[config.mk]
export PLATFORM = sky130hd
export DESIGN_NAME = pipe_stage_reg
export DESIGN_NICKNAME = d
export VERILOG_FILES = /design/src/rtl/pipe_stage_reg.sv
export SDC_FILE = /design/constraint.sdc
export NUM_CORES = 1
export LEC_CHECK = 0
export ABC_AREA = 1
export CAP_MARGIN = 20
export CORE_AREA = 5 5 176 178
export CTS_CLUSTER_DIAMETER = 30
export DETAILED_ROUTE_END_ITERATION = 6
export DIE_AREA = 0 0 181 183
export DONT_BUFFER_PORTS = 1
export SLEW_MARGIN = 20
export SYNTH_ARGS = -nofsm -noshare
export SYNTH_HDL_FRONTEND = slang
export SYNTH_SLANG_ARGS = --single-unit
[constraint.sdc]
create_clock -name clk -period 1.45 [get_ports clk]
set_clock_uncertainty 0.2 [all_clocks]
set_input_delay 0.145 -clock clk [delete_from_list [all_inputs] [get_ports clk]]
set_output_delay 0.145 -clock clk [all_outputs]
set_load 0.01 [all_outputs]
[src/rtl/pipe_stage_reg.sv]
// Y86-64 inter-stage pipeline register carrying stat, icode and a generic payload.
// Latency: 1 cycle from input to output; no combinational input-to-output path.
// Backpressure: stall holds contents, bubble loads a NOP, optional sticky freeze on bad stat.
module pipe_stage_reg #(
    parameter int unsigned               PAYLOAD_W      = 201,
    parameter int unsigned               STAT_W         = 3,
    parameter int unsigned               ICODE_W        = 4,
    parameter logic [ICODE_W-1:0]        NOP_ICODE      = 4'h1,
    parameter logic [STAT_W-1:0]         SAOK           = 3'd1,
    parameter logic [PAYLOAD_W-1:0]      BUBBLE_PAYLOAD = '0,
    parameter bit                        FREEZE_ON_EXC  = 1'b0,
    parameter int unsigned               CNT_W          = 16
) (
    input  logic                 clk,
    input  logic                 rst,
    input  logic                 stall,
    input  logic                 bubble,
    input  logic [STAT_W-1:0]    in_stat,
    input  logic [ICODE_W-1:0]   in_icode,
    input  logic [PAYLOAD_W-1:0] in_payload,
    output logic [STAT_W-1:0]    out_stat,
    output logic [ICODE_W-1:0]   out_icode,
    output logic [PAYLOAD_W-1:0] out_payload,
    output logic                 out_valid,
    output logic                 frozen,
    output logic                 ctrl_err,
    output logic [CNT_W-1:0]     stall_cnt,
    output logic [CNT_W-1:0]     bubble_cnt
);

    localparam logic [CNT_W-1:0] CNT_MAX = '1;

    always_ff @(posedge clk) begin
        if (rst) begin
            out_stat    <= SAOK;
            out_icode   <= NOP_ICODE;
            out_payload <= BUBBLE_PAYLOAD;
            out_valid   <= 1'b0;
            frozen      <= 1'b0;
            ctrl_err    <= 1'b0;
            stall_cnt   <= '0;
            bubble_cnt  <= '0;
        end else if (frozen) begin
            // Everything holds until reset; stall/bubble are ignored here.
            out_stat <= out_stat;
        end else if (stall) begin
            if (stall_cnt != CNT_MAX) begin
                stall_cnt <= stall_cnt + 1'b1;
            end
            if (bubble) begin
                ctrl_err <= 1'b1;
            end
        end else if (bubble) begin
            out_stat    <= SAOK;
            out_icode   <= NOP_ICODE;
            out_payload <= BUBBLE_PAYLOAD;
            out_valid   <= 1'b0;
            if (bubble_cnt != CNT_MAX) begin
                bubble_cnt <= bubble_cnt + 1'b1;
            end
        end else begin
            out_stat    <= in_stat;
            out_icode   <= in_icode;
            out_payload <= in_payload;
            out_valid   <= 1'b1;
            // Only a real load of a bad stat freezes; the bad value itself is kept.
            if (FREEZE_ON_EXC && (in_stat != SAOK)) begin
                frozen <= 1'b1;
            end
        end
    end

endmodule

After elaboration in Yosys (flattened, before gate mapping)

Index checks and enable logic that the tools add are counted.

Add/sub/neg operators: 2
Eq/ne operators: 2
Mux-type cells: 4
Bitwise operators: 1
Reductions and logical operators: 3

Operator list:

| cell                    | count |
|---|---|
| $mux W201               | 1 |
| $add A16 B1 Y16 const B | 2 |
| $ne A16 B16 Y1 const B  | 2 |
| $mux W4                 | 1 |
| $reduce_and A2 Y1       | 2 |
| $mux W3                 | 1 |
| $reduce_and A3 Y1       | 1 |
| $mux W1                 | 1 |
| $not A1 Y1              | 1 |

Flip-flop bits (word level): 242
Bits of input ports: 212
Output and inout port bits: 243
Logic and storage cells: 19

Depth between registers and ports, before layout

Word-level depth: 2
Mapped depth: 9
Depth with buffers taken out: 9

Least setup slack after synthesis

No wires, ideal clock.

Path type: register to register
Start: register bubble_cnt[0]
End: register bubble_cnt[1]
Setup time: 0.118 ns
Arrival time: 1.380 ns
Required time: 1.132 ns
Slack: -0.248 ns
Stages on the path, launching flop included: 9
Buffers on the path: 0
Clock period less this slack: 1.698 ns
Path through: dfxtp_1 -> ha_1 -> inv_1 -> nor2_1 -> nand2_1 -> nor2_1 -> nor2_1 -> o21ai_0 -> nor2_1

Word-level cells in the longest chain between the ends: 2
Elaborated cells between the ends (all ways): 3
Classes of those cells: 1 x add/sub; 1 x eq/ne; 1 x reduce/logical

Ends and longest elaborated chain:

| item                                                                    | RTL line | text |
|---|---|---|
| start: declaration                                                      | 28       | `output logic [CNT_W-1:0] bubble_cnt` |
| start signal: assignment                                                | 59       | `bubble_cnt <= bubble_cnt + 1'b1;` |
| parallel branches: the longest is 2 deep, another holds $add A16 B1 Y16 | n/a      |  |

Parallel ways; which one is timed is not known.
A chain may end at the register's enable or synchronous reset.

Worst setup path after layout

Start: input stall
End: register stall_cnt[13]

Word-level cells in the longest chain between the ends: 1

Ends and longest elaborated chain:

| item                               | RTL line | text |
|---|---|---|
| start: declaration                 | 16       | `input logic stall,` |
| $reduce_and A2 Y1 (no source line) | n/a      |  |
| end signal: assignment             | 48       | `stall_cnt <= stall_cnt + 1'b1;` |
| end: declaration                   | 27       | `output logic [CNT_W-1:0] stall_cnt,` |

Every way passes these cells.

==> flow_metrics.env <==
export IMPL_wl_per_cell_um=20.9
export IMPL_yosys_area_top_type="dfxtp_1"
export IMPL_dieArea_sq_mm=0.0331
export IMPL_syn_nets=1414
export IMPL_crit_start="stall"
export IMPL_drt_iter0_drc=861
export IMPL_layout_common_cells="471 x nand2_1, 252 x dlygate4sd3_1, 161 x a21oi_1"
export IMPL_start_util_pct=30.5
export IMPL_max_cap_violations=0
export IMPL_area_delta_synth_final_pct=78.1
export IMPL_core_area_sq_mm=0.0292
export IMPL_critPathLaunchType="input pin"
export IMPL_ioPinCount=455
export IMPL_grt_pass1_vias=10215
export IMPL_crit_family="buffers and inverters"
export IMPL_cts_tree="built"
export IMPL_violations="negative hold slack, negative setup slack"
export IMPL_finalWorstSetupSlack_ps=-229
export IMPL_r2r_setup_slack_ps=-130
export IMPL_peakVddDrop_uv=1030
export IMPL_path_depth=8
export IMPL_num_vias=10238
export IMPL_status="finished, violations left"
export IMPL_diodes=0
export IMPL_die_w_um=181
export IMPL_cts_root_buf="clkbuf_16"
export IMPL_synth_area_sq_mm=0.00891
export IMPL_endpoint_kind="flip-flop"
export IMPL_worstPathCellList="inv_2 -> dlygate4sd3_1 -> nor2_2 -> nand2_1 -> nor2_2 -> nand3_2 -> nand2_1 -> nor2_1"
export IMPL_dp_cells=1579
export IMPL_worstReg2RegStart="out_payload[120]"
export IMPL_critical_path_max_stage_delay_ps=670
export IMPL_power_leakage_uw=0.00638
export IMPL_drive_gt1_share_pct=33.5
export IMPL_ant_nets=0
export IMPL_clock_path_buffers=3
export IMPL_clk_pin_slew_worst_paths_ps=40
export IMPL_hold_class="input pin to flip-flop"
export IMPL_clk_latency_ps=540
export IMPL_std_cell_rows=63
export IMPL_grt_pass1_wl_um=55500
export IMPL_worst_ep_required_time_ps=1680
export IMPL_min_period_over_period_pct=116
export IMPL_rsz0062_at_grt="true"
export IMPL_relSlewSlack_pct=61.3
export IMPL_clkSinkCount=242
export IMPL_setup_viol=118
export IMPL_path_class="input pin to flip-flop"
export IMPL_final_cells=1998
export IMPL_place_congestion=0.862
export IMPL_path_max_fanout=150
export IMPL_io_buffer_count=0
export IMPL_antenna_found_initial=0
export IMPL_crit_buf_inv=2
export IMPL_avgViaCountPerCell=5.12
export IMPL_finalNetCount=1781
export IMPL_track_usage_pct=20.4
export IMPL_overflow=0
export IMPL_layout_commonest_cell="nand2_1"
export IMPL_htree_levels=2
export IMPL_r2r_worst_path_cells=3
export IMPL_rr_endpoint="out_payload[120]"
export IMPL_slew_viol_final=0
export IMPL_synthDistinctLibCells=26
export IMPL_p_per_area_mw_per_mm2=1340
export IMPL_synth_top_area_share_pct=54.4
export IMPL_hold_viol_final=78
export IMPL_nFillCells=2444
export IMPL_numCtsBuffers=54
export IMPL_grt_max_degree=193
export IMPL_die_h_um=183
export IMPL_crit_end="stall_cnt[13]"
export IMPL_synth_seq_cells=242
export IMPL_drt_wl_total_um=41700
export IMPL_crit_path_top_delay_cell="dlygate4sd3_1"
export IMPL_syn_inst=1200
export IMPL_drc_errors=0
export IMPL_max_clock_freq_mhz=596
export IMPL_worstPathArrival_ps=1910
export IMPL_yosysWarnings=0
export IMPL_synth_area_top_cells="dfxtp_1 54%, nand2_1 21%, a21oi_1 13%"
export IMPL_hold_ws_ps=-524
export IMPL_tightest_slew_ps=581
export IMPL_firstDrtPassIters=6
export IMPL_avgSynthCellArea_sq_um=7.43
export IMPL_yosysSeqAreaShare_pct=54.4
export IMPL_period_minus_slack_ps=1680
export IMPL_place_detailed_hpwl_um=19700
==> layout make-up <==
cell class                 count  area (sq um)  share of cell area (%)
tap                          390           488                    3.07
inverter                      24          97.6                   0.615
sequential                   242          5130                    32.3
clock inverter                21           277                    1.74
clock buffer                  76          1640                    10.3
timing repair buffer         382          4040                    25.4
timing repair inverter         1          6.26                  0.0394
multi-input combinational    862          4200                    26.5
==> registers in the layout (all words and copies together) (netlist names) <==
register,flops
bubble_cnt,16
ctrl_err,1
out_icode,4
out_payload,201
out_stat,3
out_valid,1
stall_cnt,16
==> routing by layer <==
metal | up-vias | share of wire, % | wire length [um] | track usage [%]
met5 | - | 0 | 0 | 0
met2 | 686 | 49 | 20500 | 35.7
met1 | 4807 | 35 | 14700 | 22.9
met3 | 155 | 11 | 4580 | 6.82
met4 | 0 | 4.5 | 1860 | 8.80
li1 | 4590 | - | - | -
==> cell families (layout without fill, tap and decap cells) <==
logic type               Yosys count  after routing  synth area share, %
adder cells (fa/ha/maj)            2              2                0.281
AO/OA/AOI/OAI                    231            231                 13.0
AND/OR/NAND/NOR                  625            628                 27.5
flip-flops                       242            242                 54.4
buffers and inverters             99            504                 4.79
other                              1              1               0.0421
==> cell usage after synthesis <==
master    count
inv_2         1
nand3_1      24
inv_4         1
nand4_2       1
nor2_2        4
buf_2        22
nand4_1       2
nand2_2       4
clkbuf_8      1
conb_1        1
a21oi_1     226
dfxtp_1     242
buf_6         1
o21ai_0       3
clkinv_1      1
nor2_4        3
nand2_1     494
ha_1          2
nor3_1        3
clkbuf_1     36
o22ai_1       2
nand3_2       3
nor2_1       87
inv_1        21
buf_4         2
buf_1        13
==> how the worst min path moves through the flow <==
stage / start / end / slack (ps) / cells past startpoint
global route: rst / out_payload[175] / -510 / 1
CTS: rst / out_payload[177] / -220 / 2
detailed placement: rst / out_payload[3] / 30 / 1
finish: rst / out_payload[175] / -520 / 1
floorplan: in_icode[0] / out_icode[0] / 70 / 2
global placement: rst / out_payload[3] / 30 / 1
==> repair_timing <==
action	4_1_cts	5_1_grt
pin swaps	3	29
buffers inserted	7	28
gates cloned	0	22
hold buffers	301	9
hold endpoints to repair	241	80
resized for setup	28	314
endpoints found under the setup margin	28	226
==> power breakdown <==
group          internal [uW]  switching (uW)  total (uW)
Clock                   8670            3920       12600
Combinational            781             646        1430
Sequential              6910             317        7220
Total                  16400            4880       21200
==> through the flow <==
stage | setup WS, ps | power, uW | TNS, ps | instance area, sq um | util (%)
2_1_floorplan | -39.4 | 7790 | -319 | 9040 | -
3_3_place_gp | -34.4 | 7840 | -48.4 | 9730 | 33.3
3_5_place_dp | -93.5 | 7860 | -704 | 9730 | 33.3
4_1_cts | -58.7 | 20900 | -690 | 14800 | 50.8
5_1_grt | -180 | 21800 | -5280 | 15900 | 54.3
6_report | -229 | 21200 | -5300 | 15900 | 54.3
(Power assumes the default switching activity.)
